--- src/rtl/instr_loader_if.sv ---
// Loader bus: byte-stream handshake from the host link plus the instruction
// memory word-write port. master = host/memory side, slave = loader.
`timescale 1ns/1ps
interface instr_loader_if #(
    parameter int unsigned LEN_WORD      = 32,
    parameter int unsigned SIZE_MEM_CELL = 8
);
    logic                     in_valid;
    logic [SIZE_MEM_CELL-1:0] in_data;
    logic                     in_ready;
    logic                     mem_write_en;
    logic [LEN_WORD-1:0]      mem_address;
    logic [LEN_WORD-1:0]      mem_data;

    modport master (
        output in_valid, in_data,
        input  in_ready, mem_write_en, mem_address, mem_data
    );

    modport slave (
        input  in_valid, in_data,
        output in_ready, mem_write_en, mem_address, mem_data
    );
endinterface

--- src/rtl/instr_loader.sv ---
// Boot-time program loader: assembles big-endian words from a byte stream,
// writes them to instruction memory from address 0 and verifies an XOR checksum.
`timescale 1ns/1ps
module instr_loader #(
    parameter int unsigned LEN_WORD      = 32,
    parameter int unsigned SIZE_MEM_CELL = 8,
    parameter int unsigned SIZE_MEM      = 256
) (
    input  logic                 clk,
    input  logic                 reset,
    input  logic                 start,
    instr_loader_if.slave        bus,
    output logic                 cpu_hold,
    output logic                 done,
    output logic                 error
);
    localparam int unsigned BYTES_PER_WORD = LEN_WORD / SIZE_MEM_CELL;
    localparam int unsigned BC_W           = $clog2(BYTES_PER_WORD);
    localparam int unsigned CNT_W          = 2 * SIZE_MEM_CELL;
    localparam int unsigned PART_W         = LEN_WORD - SIZE_MEM_CELL;

    typedef enum logic [2:0] {
        S_IDLE,
        S_HDR_HI,
        S_HDR_LO,
        S_DATA,
        S_CHECK,
        S_DONE,
        S_ERROR
    } state_t;

    state_t                   state, state_nxt;
    logic [SIZE_MEM_CELL-1:0] count_hi;
    logic [SIZE_MEM_CELL-1:0] checksum;
    logic [CNT_W-1:0]         word_total;
    logic [CNT_W-1:0]         word_cnt;
    logic [BC_W-1:0]          byte_cnt;
    logic [PART_W-1:0]        partial;

    logic                     ready;
    logic                     xfer;
    logic [CNT_W-1:0]         hdr_count;
    logic                     overflow;
    logic                     word_end;
    logic                     last_word;

    always_comb begin
        ready     = 1'b0;
        cpu_hold  = 1'b1;
        done      = 1'b0;
        error     = 1'b0;
        state_nxt = state;

        case (state)
            S_HDR_HI, S_HDR_LO, S_DATA, S_CHECK: ready = 1'b1;
            S_DONE: begin
                cpu_hold = 1'b0;
                done     = 1'b1;
            end
            S_ERROR: error = 1'b1;
            default: ;
        endcase

        xfer      = bus.in_valid & ready;
        hdr_count = {count_hi, bus.in_data};
        // Header size check done in 32 bits so large counts cannot wrap.
        overflow  = (32'(hdr_count) * 32'(BYTES_PER_WORD)) > 32'(SIZE_MEM);
        word_end  = byte_cnt == BC_W'(BYTES_PER_WORD - 1);
        last_word = (word_cnt + CNT_W'(1)) == word_total;

        case (state)
            S_IDLE, S_DONE, S_ERROR: if (start) state_nxt = S_HDR_HI;
            S_HDR_HI: if (xfer) state_nxt = S_HDR_LO;
            S_HDR_LO: if (xfer) begin
                if (overflow)
                    state_nxt = S_ERROR;
                else if (hdr_count == '0)
                    state_nxt = S_CHECK;
                else
                    state_nxt = S_DATA;
            end
            S_DATA: if (xfer && word_end && last_word) state_nxt = S_CHECK;
            S_CHECK: if (xfer) state_nxt = (bus.in_data == checksum) ? S_DONE : S_ERROR;
            default: state_nxt = S_IDLE;
        endcase
    end

    assign bus.in_ready = ready;

    always_ff @(posedge clk) begin
        if (!reset) begin
            state            <= S_IDLE;
            count_hi         <= '0;
            checksum         <= '0;
            word_total       <= '0;
            word_cnt         <= '0;
            byte_cnt         <= '0;
            partial          <= '0;
            bus.mem_write_en <= 1'b0;
            bus.mem_address  <= '0;
            bus.mem_data     <= '0;
        end else begin
            state            <= state_nxt;
            bus.mem_write_en <= 1'b0;
            case (state)
                S_IDLE, S_DONE, S_ERROR: if (start) begin
                    count_hi   <= '0;
                    checksum   <= '0;
                    word_total <= '0;
                    word_cnt   <= '0;
                    byte_cnt   <= '0;
                end
                S_HDR_HI: if (xfer) begin
                    count_hi <= bus.in_data;
                    checksum <= checksum ^ bus.in_data;
                end
                S_HDR_LO: if (xfer) begin
                    word_total <= hdr_count;
                    checksum   <= checksum ^ bus.in_data;
                end
                S_DATA: if (xfer) begin
                    checksum <= checksum ^ bus.in_data;
                    partial  <= {partial[PART_W-SIZE_MEM_CELL-1:0], bus.in_data};
                    byte_cnt <= byte_cnt + BC_W'(1);
                    if (word_end) begin
                        bus.mem_write_en <= 1'b1;
                        bus.mem_address  <= LEN_WORD'(word_cnt) << BC_W;
                        bus.mem_data     <= {partial, bus.in_data};
                        word_cnt         <= word_cnt + CNT_W'(1);
                    end
                end
                default: ;
            endcase
        end
    end
endmodule

--- src/flat_wrapper.sv ---
// flat-port wrapper written by rule: the top's interface ports become plain ports
module instr_loader_flat 
#(
    parameter int unsigned LEN_WORD      = 32,
    parameter int unsigned SIZE_MEM_CELL = 8,
    parameter int unsigned SIZE_MEM      = 256
)
  (clk, reset, start, cpu_hold, done, error, bus_in_valid, bus_in_data, bus_in_ready, bus_mem_write_en, bus_mem_address, bus_mem_data);
  instr_loader_if #(.LEN_WORD(LEN_WORD), .SIZE_MEM_CELL(SIZE_MEM_CELL)) bus_i ();
  input  logic clk;
  input  logic reset;
  input  logic start;
  output logic cpu_hold;
  output logic done;
  output logic error;
  input wire logic [$bits(bus_i.in_valid)-1:0] bus_in_valid;
  input wire logic [$bits(bus_i.in_data)-1:0] bus_in_data;
  output wire logic [$bits(bus_i.in_ready)-1:0] bus_in_ready;
  output wire logic [$bits(bus_i.mem_write_en)-1:0] bus_mem_write_en;
  output wire logic [$bits(bus_i.mem_address)-1:0] bus_mem_address;
  output wire logic [$bits(bus_i.mem_data)-1:0] bus_mem_data;
  assign bus_i.in_valid = bus_in_valid;
  assign bus_i.in_data = bus_in_data;
  assign bus_in_ready = bus_i.in_ready;
  assign bus_mem_write_en = bus_i.mem_write_en;
  assign bus_mem_address = bus_i.mem_address;
  assign bus_mem_data = bus_i.mem_data;
  instr_loader #(.LEN_WORD(LEN_WORD), .SIZE_MEM_CELL(SIZE_MEM_CELL), .SIZE_MEM(SIZE_MEM)) u_core (.clk(clk), .reset(reset), .start(start), .bus(bus_i), .cpu_hold(cpu_hold), .done(done), .error(error));
endmodule
--- config.mk ---
export PLATFORM = sky130hd
export DESIGN_NAME = instr_loader_flat
export DESIGN_NICKNAME = d
export VERILOG_FILES = /design/src/rtl/instr_loader_if.sv /design/src/rtl/instr_loader.sv /design/src/flat_wrapper.sv
export SDC_FILE = /design/constraint.sdc
export NUM_CORES = 1
export LEC_CHECK = 0
export CAP_MARGIN = 20
export CORE_ASPECT_RATIO = 0.6
export CORE_MARGIN = 1.5
export CORE_UTILIZATION = 45
export CTS_CLUSTER_SIZE = 10
export DETAILED_ROUTE_END_ITERATION = 7
export DONT_BUFFER_PORTS = 1
export GPL_ROUTABILITY_DRIVEN = 0
export SYNTH_ARGS = -nofsm -noshare
export SYNTH_HDL_FRONTEND = slang
export SYNTH_SLANG_ARGS = --single-unit
--- constraint.sdc ---
create_clock -name clk -period 3.07 [get_ports clk]
set_input_delay 0.614 -clock clk [delete_from_list [all_inputs] [get_ports clk]]
set_output_delay 0.614 -clock clk [all_outputs]
set_load 0.05 [all_outputs]
# Word-level counts from Yosys, hierarchy flattened
# Cells that the tools add are included.
[classes]
magnitude_cmp = 1
eq_ne = 17
n_addsub = 2
n_mux = 28
n_reduce_logical = 20
bitwise = 2
[ops]
columns = ["cell", "n"]
rows = [
  ["two-way mux 16 bit", 4],
  ["case mux 16 bit (2 select lines)", 2],
  ["case mux 8 bit (2 select lines)", 2],
  ["two-way mux 8 bit", 3],
  ["two-way mux 3 bit", 7],
  ["greater-than comparator 18 x 9 -> 1 bit, second input constant", 1],
  ["AND reduction 3 bit", 6],
  ["adder 16 x 1 -> 16 bit, second input constant", 1],
  ["== test 16 bit", 1],
  ["zero test 16 bit", 1],
  ["case mux 3 bit (5 select lines)", 1],
  ["inequality test 2 x 1 -> 1 bit, second input constant", 7],
  ["== test 3 bit, second input constant", 3],
  ["== test 8 bit", 1],
  ["nonzero test 2 bit", 4],
  ["XOR 8 bit", 1],
  ["== test 3 x 2 -> 1 bit, second input constant", 2],
  ["two-way mux 2 bit", 3],
  ["OR reduction 3 bit", 2],
  ["two-way mux 1 bit", 5],
  ["AND reduction 5 bit", 1],
  ["case mux 2 bit (2 select lines)", 1],
  ["AND reduction 4 bit", 1],
  ["OR reduction 4 bit", 1],
  ["8 further kinds", 9],
]
[totals]
out_inout_bits = 69
ff_bits = 126
in_bits = 12

# Logic depth before layout (Yosys ltp)
# Gate-level depths: netlist (run 1).
[depth]
word_depth = 8
ltp_mapped = 11

# Worst setup path after synthesis (run 1)
# No wires, ideal clock.
[synth_timing]
path_type = "register to output"
from = "register u_core.state[0]"
to = "output done"
required_ns = 2.456
path_buffers = 1
arrival_time_ns = 1.665
setup_slack_ns = 0.791
path_stages_with_launch = 5
cell_sequence = "dfxtp_1 clkbuf_1 nor2b_1 nand2_1 inv_1"
[synth_between]
elab_chain_cells = 2
[synth_rtl]
columns = ["element", "line", "text"]
rows = [
  ["from (decl)", "instr_loader.sv:32", "state_t state, state_nxt;"],
  ["from (signal assigned)", "instr_loader.sv:103", "state <= state_nxt;"],
  ["== test 3 bit", "instr_loader.sv:54", "case (state)"],
  ["two-way mux 1 bit", "instr_loader.sv:54", ""],
  ["to (decl)", "flat_wrapper.sv:14", "output logic done;"],
]
# No other way between the ends.

# Worst setup path after layout (run 1)
[layout_timing]
from = "register u_core.word_cnt[0]"
to = "register u_core.state[2]"
[layout_between]
elab_chain_cells = 5
[layout_rtl]
columns = ["element", "line", "text"]
rows = [
  ["from (decl)", "instr_loader.sv:36", "logic [CNT_W-1:0] word_cnt;"],
  ["from (signal assigned)", "instr_loader.sv:129", "word_cnt <= word_cnt + CNT_W'(1);"],
  ["adder 16 x 1 -> 16 bit", "instr_loader.sv:69", "last_word = (word_cnt + CNT_W'(1)) == word_total;"],
  ["== test 16 bit", "instr_loader.sv:69", ""],
  ["logical AND 1 bit", "instr_loader.sv:82", "S_DATA: if (xfer && word_end && last_word) state_nxt = S_CHECK;"],
  ["inequality test 2 x 1 -> 1 bit (no line)", "n/a", ""],
  ["AND reduction 5 bit (no line)", "n/a", ""],
]
# No other way between the ends.
# A chain may end at the register's enable or synchronous reset.

==> flow_summary.html, run 1 <==
<table>
<tr><th>Metric</th><th>Value</th></tr>
<tr><th colspan="2">Critical path</th></tr>
<tr><td>Worst EP required</td><td>around 3.4 ns</td></tr>
<tr><td>Count of cells along the worst register-to-register path</td><td>8</td></tr>
<tr><td>Endpoint arrival time on the critical path</td><td>3.09 ns</td></tr>
<tr><td>Setup slack of the worst register-to-register path</td><td>between 0.3 and 0.4 ns</td></tr>
<tr><td>Worst reg2reg path startpoint</td><td>u_core.word_cnt[0]$_SDFFE_PN0P_</td></tr>
<tr><td>Setup crit end kind</td><td>flop</td></tr>
<tr><td>Capturing point of the worst reg2reg path</td><td>u_core.state[2]$_SDFFE_PN0P_</td></tr>
<tr><td>Worst-path fanout max</td><td>11</td></tr>
<tr><td>Setup Crit Path Kind</td><td>flop to flop</td></tr>
<tr><td>Kind of start point of the critical path</td><td>flop</td></tr>
<tr><th colspan="2">Detailed routing</th></tr>
<tr><td>Initial DRC Count</td><td>478</td></tr>
<tr><td>Post-Route WL</td><td>~16000 um</td></tr>
<tr><td>Routed via count divided by cell count</td><td>between 5 and 6</td></tr>
<tr><td>Detailed-routing iteration count for the pre-antenna-repair pass</td><td>5</td></tr>
<tr><td>Number of remaining DRC errors</td><td>0</td></tr>
<tr><td>DRT antenna net count</td><td>0</td></tr>
<tr><td>Routed via count</td><td>~5300</td></tr>
<tr><td>WL/cell</td><td>about 17 um</td></tr>
<tr><th colspan="2">Pwr</th></tr>
<tr><td>Sw Ratio</td><td>around 31%</td></tr>
<tr><td>Static power due to leakage</td><td>between 2 and 2.5 nW</td></tr>
<tr><td>Clock share of power</td><td>45.1%</td></tr>
<tr><td>Power consumption</td><td>4.599 mW</td></tr>
<tr><td>Part of the power in registers</td><td>38.9%</td></tr>
<tr><td>Switching power total</td><td>1.424 mW</td></tr>
<tr><td>Internal power</td><td>approximately 3.2 mW</td></tr>
<tr><td>Power density over cell area</td><td>705.0 nW/um2</td></tr>
<tr><td>Peak supply drop</td><td>0.4252 mV</td></tr>
<tr><td>Combinational fraction of design power</td><td>16.0%</td></tr>
<tr><th colspan="2">STA</th></tr>
<tr><td>Worst clock skew</td><td>0.009941 ns</td></tr>
<tr><td>Final-report max-slew violation count</td><td>0</td></tr>
<tr><td>Final setup TNS</td><td>0 ns</td></tr>
<tr><td>Number of hold-slack violations in the final timing report</td><td>0</td></tr>
<tr><td>Max-Slew Margin vs Limit</td><td>47.60%</td></tr>
<tr><td>Total setup violations reported at the end of the flow</td><td>0</td></tr>
<tr><td>Highest clock rate</td><td>0.3634 GHz</td></tr>
<tr><td>Final hold slack</td><td>approximately 0.33 ns</td></tr>
<tr><td>Final period util</td><td>about nine tenths</td></tr>
<tr><td>Slew @ Worst Pin</td><td>0.7851 ns</td></tr>
<tr><td>Crit path time final</td><td>~2.8 ns</td></tr>
<tr><td>RSZ-0062 raised after global routing</td><td>false</td></tr>
<tr><th colspan="2">Logic synthesis</th></tr>
<tr><td>Share of flip-flops with an asynchronous set or reset</td><td>0%</td></tr>
<tr><td>Top cell type's share of synthesized area</td><td>between 40% and 50%</td></tr>
<tr><td>Count of synthesis-stage warnings from yosys</td><td>0</td></tr>
<tr><td>Cell area after synthesis</td><td>between 5000 and 6000 um2</td></tr>
<tr><td>Leading post-synthesis cells by cell area</td><td>sky130_fd_sc_hd__dfxtp_1 (42%), sky130_fd_sc_hd__nand2_1 (13%), sky130_fd_sc_hd__a21oi_1 (11%)</td></tr>
<tr><td>EDFF count, synth</td><td>0</td></tr>
<tr><td>Proportion of synthesized chip area in sequential cells</td><td>between 40 and 50%</td></tr>
<tr><td>Distinct cell type count after synthesis</td><td>66</td></tr>
<tr><td>Most frequent cell after synthesis</td><td>sky130_fd_sc_hd__nand2_1</td></tr>
<tr><td>Cell type with the highest aggregate area in the netlist</td><td>sky130_fd_sc_hd__dfxtp_1</td></tr>
<tr><td>Avg Inst Size Synth</td><td>7.592 um2</td></tr>
<tr><td>Prevailing post-synth register cell</td><td>sky130_fd_sc_hd__dfxtp_1</td></tr>
<tr><td>Synthesized flop and latch total</td><td>between 100 and 150</td></tr>
<tr><td>Number of instances in the synthesized netlist</td><td>approximately 790</td></tr>
<tr><td>Commonest cells post-synth</td><td>sky130_fd_sc_hd__nand2_1 (205), sky130_fd_sc_hd__a21oi_1 (133), sky130_fd_sc_hd__dfxtp_1 (126), sky130_fd_sc_hd__clkbuf_1 (39), sky130_fd_sc_hd__nand3_1 (39)</td></tr>
<tr><th colspan="2">Final layout</th></tr>
<tr><td>Fraction of final layout cells with drive strength greater than 1</td><td>just under 8%</td></tr>
<tr><td>Number of inserted diodes</td><td>0</td></tr>
<tr><td>Signed area change from the synthesized netlist to the final layout</td><td>9.469%</td></tr>
<tr><td>Post-route cell area</td><td>approximately 6500 um2</td></tr>
<tr><td>Net count, final</td><td>~760</td></tr>
<tr><th colspan="2">CTS</th></tr>
<tr><td>Clock slew seen by the registers of the worst setup and hold paths</td><td>roughly 0.060 ns</td></tr>
<tr><td>Clock tree from TritonCTS</td><td>built</td></tr>
<tr><td>Number of clock sinks</td><td>~130</td></tr>
<tr><td>CTS Buffer Depth</td><td>2</td></tr>
<tr><td># H-tree levels</td><td>4</td></tr>
<tr><td>Root buffer selected by CTS</td><td>sky130_fd_sc_hd__clkbuf_16</td></tr>
<tr><td>Post-CTS Repair Setup Buffers</td><td>0</td></tr>
<tr><td>Clock buffer count from CTS</td><td>17</td></tr>
<tr><td>Clock network latency to the later pin of the worst-skew pair</td><td>approximately 0.42 ns</td></tr>
<tr><td>Post-cts repair resize count</td><td>0</td></tr>
<tr><td>Hold buffers post-CTS</td><td>0</td></tr>
<tr><th colspan="2">Worst hold path</th></tr>
<tr><td>Worst min-delay path class</td><td>primary input to flop</td></tr>
<tr><td>Worst Hold Endpoint</td><td>u_core.bus.mem_data[5]$_SDFFE_PN0P_</td></tr>
<tr><td>Worst hold path stage count</td><td>2</td></tr>
<tr><td>Hold Path Origin</td><td>bus_in_data[5]</td></tr>
<tr><th colspan="2">Status</th></tr>
<tr><td>Status</td><td>completed</td></tr>
<tr><th colspan="2">Placement</th></tr>
<tr><td>Post-DP HPWL</td><td>between 10000 and 15000 um</td></tr>
<tr><td>Quantity of I/O buffers inserted on ports</td><td>0</td></tr>
<tr><td>Post-detailed-placement cell area</td><td>between 5000 and 6000 um2</td></tr>
<tr><th colspan="2">GRT</th></tr>
<tr><td>Global route total overflow</td><td>0</td></tr>
<tr><td>All-layer global routing usage</td><td>a little under a quarter</td></tr>
<tr><td>Pin count of the biggest net entering global routing</td><td>62</td></tr>
<tr><td>Antenna violations before repair</td><td>0</td></tr>
<tr><td>Number of global-route vias before repair</td><td>4842</td></tr>
<tr><td>Wire length of the first global-routing pass</td><td>24890 um</td></tr>
<tr><th colspan="2">Floorplan</th></tr>
<tr><td>Boundary Pins</td><td>slightly above 80</td></tr>
<tr><td>Number of rows created at floorplan</td><td>32</td></tr>
<tr><td>Placeable core region</td><td>about 13000 um2</td></tr>
<tr><td>Die Footprint</td><td>about 14000 um2</td></tr>
<tr><td>Effective utilization at floorplan</td><td>a little under half</td></tr>
<tr><td>Die boundary height</td><td>~92 um</td></tr>
<tr><td>Die Wd</td><td>approximately 150 um</td></tr>
<tr><th colspan="2">Run</th></tr>
<tr><td>Max-Cap Viols</td><td>0</td></tr>
</table>
[through the flow]
stage          cells  worst slack, ns  util (%)
2_1_floorplan    800           0.7909         -
4_1_cts          933           0.3548     50.60
3_3_place_gp     901           0.4866     45.87
5_1_grt          933           0.1134     50.60
6_report         933           0.3180     50.60
3_5_place_dp     901           0.3720     45.87
[placed cells by master (no fill, tap or decap), types with 15 or more instances in the layout]
master / n
sky130_fd_sc_hd__a21oi_1: 133
sky130_fd_sc_hd__conb_1: 16
sky130_fd_sc_hd__clkbuf_16: 17
sky130_fd_sc_hd__nor2_1: 31
sky130_fd_sc_hd__nor3_1: 16
sky130_fd_sc_hd__dfxtp_1: 126
sky130_fd_sc_hd__o21ai_0: 20
sky130_fd_sc_hd__nand3_1: 39
sky130_fd_sc_hd__xor2_1: 15
sky130_fd_sc_hd__nand2_1: 204
[worst max-delay path: stages (launching register included)]
cell,delay (ns)
sky130_fd_sc_hd__dfxtp_1,0.51
sky130_fd_sc_hd__ha_1,0.35
sky130_fd_sc_hd__nand3_1,0.33
sky130_fd_sc_hd__or4_4,0.53
sky130_fd_sc_hd__o221ai_1,0.20
sky130_fd_sc_hd__o2bb2ai_1,0.16
sky130_fd_sc_hd__nand4_1,0.21
sky130_fd_sc_hd__a21o_1,0.25
sky130_fd_sc_hd__a21oi_2,0.12
[power by group through the flow]
stage          Sequential, mW  Clock (mW)  Combinational [mW]
2_1_floorplan            1.77           0               0.644
6_report                 1.79        2.07               0.734
3_3_place_gp             1.82           0               0.704
4_1_cts                  1.79        2.09               0.727
3_5_place_dp             1.82           0               0.719
5_1_grt                  1.80        2.17               0.806
[registers in the layout (all words and copies together) (netlist names)]
register,cells
u_core.bus.mem_address,16
u_core.count_hi,8
u_core.word_total,16
u_core.checksum,8
u_core.partial,24
u_core.word_cnt,16
u_core.state,3
u_core.bus.mem_write_en,1
u_core.byte_cnt,2
u_core.bus.mem_data,32
[how the worst max path moves through the flow]
stage | startpoint | end | depth (start not counted)
6_report | u_core.word_cnt[0]$_SDFFE_PN0P_ | u_core.state[2]$_SDFFE_PN0P_ | 8
5_1_grt | u_core.word_cnt[0]$_SDFFE_PN0P_ | u_core.state[2]$_SDFFE_PN0P_ | 8
4_1_cts | u_core.word_cnt[0]$_SDFFE_PN0P_ | u_core.state[2]$_SDFFE_PN0P_ | 8
3_3_place_gp | u_core.word_cnt[0]$_SDFFE_PN0P_ | u_core.state[2]$_SDFFE_PN0P_ | 8
3_5_place_dp | u_core.word_cnt[0]$_SDFFE_PN0P_ | u_core.state[2]$_SDFFE_PN0P_ | 8
2_1_floorplan | u_core.state[0]$_SDFFE_PN0P_ | done | 4
[layout make-up]
| type | count | area, um2 |
|---|---|---|
| fillers | 1216 | 6369 |
| multi-input cells | 585 | 3019 |
| flip-flops and latches | 126 | 2522 |
| clock buffers | 18 | 439.2 |
| well taps | 170 | 212.7 |
| clock inverters | 14 | 171.4 |
| repair buffers | 12 | 127.6 |
| inverters | 8 | 31.28 |
[cells by family after synthesis]
group / synth area share, %
other cells: 0.06293
simple gates: 27.13
buf+inv: 8.083
flops: 42.33
fa+ha+maj: 0.5878
mux: 0.6928
compound gates: 17.30
xor+xnor: 3.821
[layer usage]
| layer | vias to the layer above | wire length (um) | part of all wire [%] | global-route usage (%) |
|---|---|---|---|---|
| li1 | 2552 | - | - | - |
| met1 | 2487 | 7872 | 50 | 33.52 |
| met2 | 193 | 6466 | 41 | 33.03 |
| met3 | 18 | 1198 | 7.6 | 6.070 |
| met4 | 0 | 172 | 1.1 | 7.692 |
| met5 | - | 0 | 0 | 0 |
(Power assumes the default switching activity.)
==> inputs of run 2 (changes only) <==
--- a/config.mk
+++ b/config.mk
@@ -13,6 +13,8 @@
 export DETAILED_ROUTE_END_ITERATION = 7
 export DONT_BUFFER_PORTS = 1
 export GPL_ROUTABILITY_DRIVEN = 0
+export RECOVER_POWER = 25
+export REMOVE_ABC_BUFFERS = 1
 export SYNTH_ARGS = -nofsm -noshare
 export SYNTH_HDL_FRONTEND = slang
 export SYNTH_SLANG_ARGS = --single-unit
==> run 2 against run 1 <==
Against the previous run: utilization is 0.27 points lower; final cell count is 0.21% lower; worst setup slack worse by 0.12 ns; via count is 2.1% lower; worst hold slack better by 0.0080 ns; flip-flop and latch count stayed put.
==> flow_summary.html, run 2 (same netlist as run 1, synthesis figures left out) <==
<table>
<tr><th>Metric</th><th>Value</th></tr>
<tr><th colspan="2">Status</th></tr>
<tr><td>Status</td><td>completed</td></tr>
<tr><th colspan="2">Final layout</th></tr>
<tr><td>Net count, final</td><td>762 (-0.26%)</td></tr>
<tr><td>Signed area change from the synthesized netlist to the final layout</td><td>8.881%</td></tr>
<tr><td>Area occupied by multi-input gates</td><td>3015 um2 (-0.12%)</td></tr>
<tr><td>Number of cells in the finished layout apart from fillers</td><td>931 (-0.21%)</td></tr>
<tr><td>Registers with the most flip-flops</td><td>u_core.bus.mem_data x32, u_core.partial x24</td></tr>
<tr><td>Number of inserted filler cells in the final layout</td><td>1246 (+2.5%)</td></tr>
<tr><td>Core occupancy in the finished layout</td><td>50.33% (-0.27 points)</td></tr>
<tr><td>Seq. cell area</td><td>2522 um2 (unchanged)</td></tr>
<tr><td>Fraction of final layout cells with drive strength greater than 1</td><td>7.359% (-0.37 points)</td></tr>
<tr><td>Commonest non-fill, non-tap cell in the layout</td><td>sky130_fd_sc_hd__nand2_1</td></tr>
<tr><td>Number of inserted diodes</td><td>0 (unchanged)</td></tr>
<tr><td>Number of flip-flops under the largest register name</td><td>32 (unchanged)</td></tr>
<tr><td>Highest-count cells in the layout ignoring fill and taps</td><td>sky130_fd_sc_hd__nand2_1 (204), sky130_fd_sc_hd__a21oi_1 (133), sky130_fd_sc_hd__dfxtp_1 (126), sky130_fd_sc_hd__nand3_1 (39), sky130_fd_sc_hd__nor2_1 (31)</td></tr>
<tr><td>Top register by number of flip-flops</td><td>u_core.bus.mem_data</td></tr>
<tr><th colspan="2">GRT</th></tr>
<tr><td>All-layer global routing usage</td><td>21.83% (-1.4 points)</td></tr>
<tr><td>Number of global-route vias before repair</td><td>4664 (-3.7%)</td></tr>
<tr><td>Antenna violations before repair</td><td>0 (unchanged)</td></tr>
<tr><td>Wire length of the first global-routing pass</td><td>23960 um (-3.7%)</td></tr>
<tr><td>Met2 Usage GRT</td><td>31.44% (-1.6 points)</td></tr>
<tr><td>Met1 Usage GRT</td><td>31.83% (-1.7 points)</td></tr>
<tr><td>Pin count of the biggest net entering global routing</td><td>74 (+19%)</td></tr>
<tr><td>GR peak layer</td><td>met1</td></tr>
<tr><td>Global route total overflow</td><td>0 (unchanged)</td></tr>
<tr><td>Met3 usage</td><td>5.025% (-1.0 points)</td></tr>
<tr><th colspan="2">Critical path</th></tr>
<tr><td>Capturing point of the worst reg2reg path</td><td>u_core.state[2]$_SDFFE_PN0P_</td></tr>
<tr><td>Worst-path fanout max</td><td>19 (+8)</td></tr>
<tr><td>Kind of start point of the critical path</td><td>flop</td></tr>
<tr><td>Worst EP required</td><td>2.46 ns (-0.95 ns)</td></tr>
<tr><td>Endpoint arrival time on the critical path</td><td>2.25 ns (-0.84 ns)</td></tr>
<tr><td>Count of cells along the worst register-to-register path</td><td>8 (unchanged)</td></tr>
<tr><td>Chain of cells forming the critical path</td><td>nor2b_1 -&gt; nand2_1 -&gt; inv_1</td></tr>
<tr><td>Cell with the largest stage delay on the worst path</td><td>sky130_fd_sc_hd__dfxtp_1</td></tr>
<tr><td>Setup crit end kind</td><td>output port</td></tr>
<tr><td>Worst reg2reg path startpoint</td><td>u_core.word_cnt[0]$_SDFFE_PN0P_</td></tr>
<tr><td>Setup slack of the worst register-to-register path</td><td>0.38 ns (+0.06 ns)</td></tr>
<tr><td>Worst path max stage delay</td><td>0.72 ns (+0.19 ns)</td></tr>
<tr><td>Setup Crit Path Kind</td><td>flop to output port</td></tr>
<tr><td>Worst setup path start</td><td>u_core.state[0]$_SDFFE_PN0P_</td></tr>
<tr><td>Endpoint of the most critical setup path</td><td>done</td></tr>
<tr><th colspan="2">Placement</th></tr>
<tr><td>Quantity of I/O buffers inserted on ports</td><td>0 (unchanged)</td></tr>
<tr><td>Post-place setup slack</td><td>0.4539 ns (+0.08191 ns)</td></tr>
<tr><td>DP Cell Count</td><td>899 (-0.22%)</td></tr>
<tr><td>Post-DP HPWL</td><td>9796 um (-7.2%)</td></tr>
<tr><th colspan="2">STA</th></tr>
<tr><td>Crit path time final</td><td>2.868 ns (+0.1158 ns)</td></tr>
<tr><td>Final period util</td><td>93.41% (+3.8 points)</td></tr>
<tr><td>Worst clock skew</td><td>0.009903 ns (-0.00003811 ns)</td></tr>
<tr><td>Total setup violations reported at the end of the flow</td><td>0 (unchanged)</td></tr>
<tr><td>Highest clock rate</td><td>0.3487 GHz (-4.0%)</td></tr>
<tr><td>Final setup TNS</td><td>0 ns (unchanged)</td></tr>
<tr><td>Final-report max-slew violation count</td><td>0 (unchanged)</td></tr>
<tr><td>Max-Slew Margin vs Limit</td><td>41.72% (-5.9 points)</td></tr>
<tr><td>Final WS setup</td><td>0.2022 ns (-0.1158 ns)</td></tr>
<tr><td>RSZ-0062 raised after global routing</td><td>false</td></tr>
<tr><td>Number of hold-slack violations in the final timing report</td><td>0 (unchanged)</td></tr>
<tr><td>Slew @ Worst Pin</td><td>0.8522 ns (+0.06711 ns)</td></tr>
<tr><th colspan="2">CTS</th></tr>
<tr><td>Post-CTS Repair Setup Buffers</td><td>0 (unchanged)</td></tr>
<tr><td>Root buffer selected by CTS</td><td>sky130_fd_sc_hd__clkbuf_16</td></tr>
<tr><td>Post-cts repair resize count</td><td>0 (unchanged)</td></tr>
<tr><td>Clock buffer count from CTS</td><td>17 (unchanged)</td></tr>
<tr><td>Number of clock sinks</td><td>126 (unchanged)</td></tr>
<tr><td>Clock tree from TritonCTS</td><td>built</td></tr>
<tr><td>Hold buffers post-CTS</td><td>0 (unchanged)</td></tr>
<tr><td>Clock slew seen by the registers of the worst setup and hold paths</td><td>0.06 ns (about the same)</td></tr>
<tr><td># H-tree levels</td><td>4 (unchanged)</td></tr>
<tr><td>Clock network latency to the later pin of the worst-skew pair</td><td>0.41 ns (about the same)</td></tr>
<tr><td>CTS Buffer Depth</td><td>2 (unchanged)</td></tr>
<tr><th colspan="2">Floorplan</th></tr>
<tr><td>Number of rows created at floorplan</td><td>32 (unchanged)</td></tr>
<tr><td>Die Wd</td><td>151.6 um (unchanged)</td></tr>
<tr><td>Placeable core region</td><td>12890 um2 (unchanged)</td></tr>
<tr><td>Effective utilization at floorplan</td><td>46.22% (unchanged)</td></tr>
<tr><td>Boundary Pins</td><td>81 (unchanged)</td></tr>
<tr><td>Die Footprint</td><td>13970 um2 (unchanged)</td></tr>
<tr><td>Die boundary height</td><td>92.14 um (unchanged)</td></tr>
<tr><th colspan="2">Detailed routing</th></tr>
<tr><td>Post-Route WL</td><td>14730 um (-6.2%)</td></tr>
<tr><td>Routed via count divided by cell count</td><td>5.519 (-1.9%)</td></tr>
<tr><td>WL/cell</td><td>15.82 um (-6.0%)</td></tr>
<tr><td>Detailed-routing iteration count for the pre-antenna-repair pass</td><td>5 (unchanged)</td></tr>
<tr><td>Initial DRC Count</td><td>431 (-9.8%)</td></tr>
<tr><td>Number of remaining DRC errors</td><td>0 (unchanged)</td></tr>
<tr><td>DRT antenna net count</td><td>0 (unchanged)</td></tr>
<tr><td>Routed via count</td><td>5138 (-2.1%)</td></tr>
<tr><th colspan="2">Pwr</th></tr>
<tr><td>Power consumption</td><td>4.548 mW (-1.1%)</td></tr>
<tr><td>Power density over cell area</td><td>700.9 nW/um2 (-0.59%)</td></tr>
<tr><td>Static power due to leakage</td><td>2.226 nW (-0.80%)</td></tr>
<tr><td>Peak supply drop</td><td>0.3389 mV (-20%)</td></tr>
<tr><th colspan="2">Run</th></tr>
<tr><td>Max-Cap Viols</td><td>0 (unchanged)</td></tr>
<tr><th colspan="2">Worst hold path</th></tr>
<tr><td>Hold Path Origin</td><td>bus_in_data[0]</td></tr>
<tr><td>Worst min-delay path class</td><td>primary input to flop</td></tr>
</table>
## run 2: per-layer routing
layer	up-vias	part of all wire (%)	wire (um)
met5	-	0	0
met4	0	0.98	145
met3	16	7.4	1094
met2	172	43	6302
met1	2402	49	7188
li1	2548	-	-
## run 2: cell type report
cell class	count	share of cell area [%]
multi-input cells	585	46.47
clock inverters	13	2.372
clock buffers	19	6.980
repair buffers	10	1.543
well taps	170	3.278
flip-flops and latches	126	38.87
inverters	8	0.4821
## run 2: stage by stage
stage | area [um2] | hold slack (ns)
2_1_floorplan | 5564 | 0.4322
3_3_place_gp | 5882 | 0.4463
3_5_place_dp | 5882 | 0.4483
4_1_cts | 6489 | 0.3230
5_1_grt | 6489 | 0.3274
6_report | 6489 | 0.3336
## run 2: worst min-delay path by stage
stage               slack, ns  cells after the start                              endpoint
floorplan                0.43                      2  u_core.bus.mem_data[24]$_SDFFE_PN0P_
global placement         0.45                      2       u_core.partial[17]$_SDFFE_PN0P_
detailed placement       0.45                      2  u_core.bus.mem_data[25]$_SDFFE_PN0P_
CTS                      0.32                      2       u_core.count_hi[0]$_SDFFE_PN0P_
global route             0.33                      2     u_core.word_total[4]$_SDFFE_PN0P_
finish                   0.33                      2       u_core.count_hi[0]$_SDFFE_PN0P_
## run 2: report_power, final
part           switching (mW)  internal [mW]  total, mW
logic                   0.481          0.228      0.709
registers               0.101           1.69       1.80
clock network           0.787           1.26       2.04
total                    1.37           3.18       4.55
## run 2: worst max-delay path, delay by kind of cell (launching register included)
kind / cells / cell delay, ns
flops: 1 / 0.72
simple gates: 2 / 0.65
buf+inv: 1 / 0.48
==> inputs of run 3 (changes only) <==
--- a/config.mk
+++ b/config.mk
@@ -15,6 +15,8 @@
 export GPL_ROUTABILITY_DRIVEN = 0
 export RECOVER_POWER = 25
 export REMOVE_ABC_BUFFERS = 1
+export SKIP_CTS_REPAIR_TIMING = 1
+export SLEW_MARGIN = 5
 export SYNTH_ARGS = -nofsm -noshare
 export SYNTH_HDL_FRONTEND = slang
 export SYNTH_SLANG_ARGS = --single-unit
==> results of run 3 <==
Final layout, timing and power as in run 2 (identical DEF).
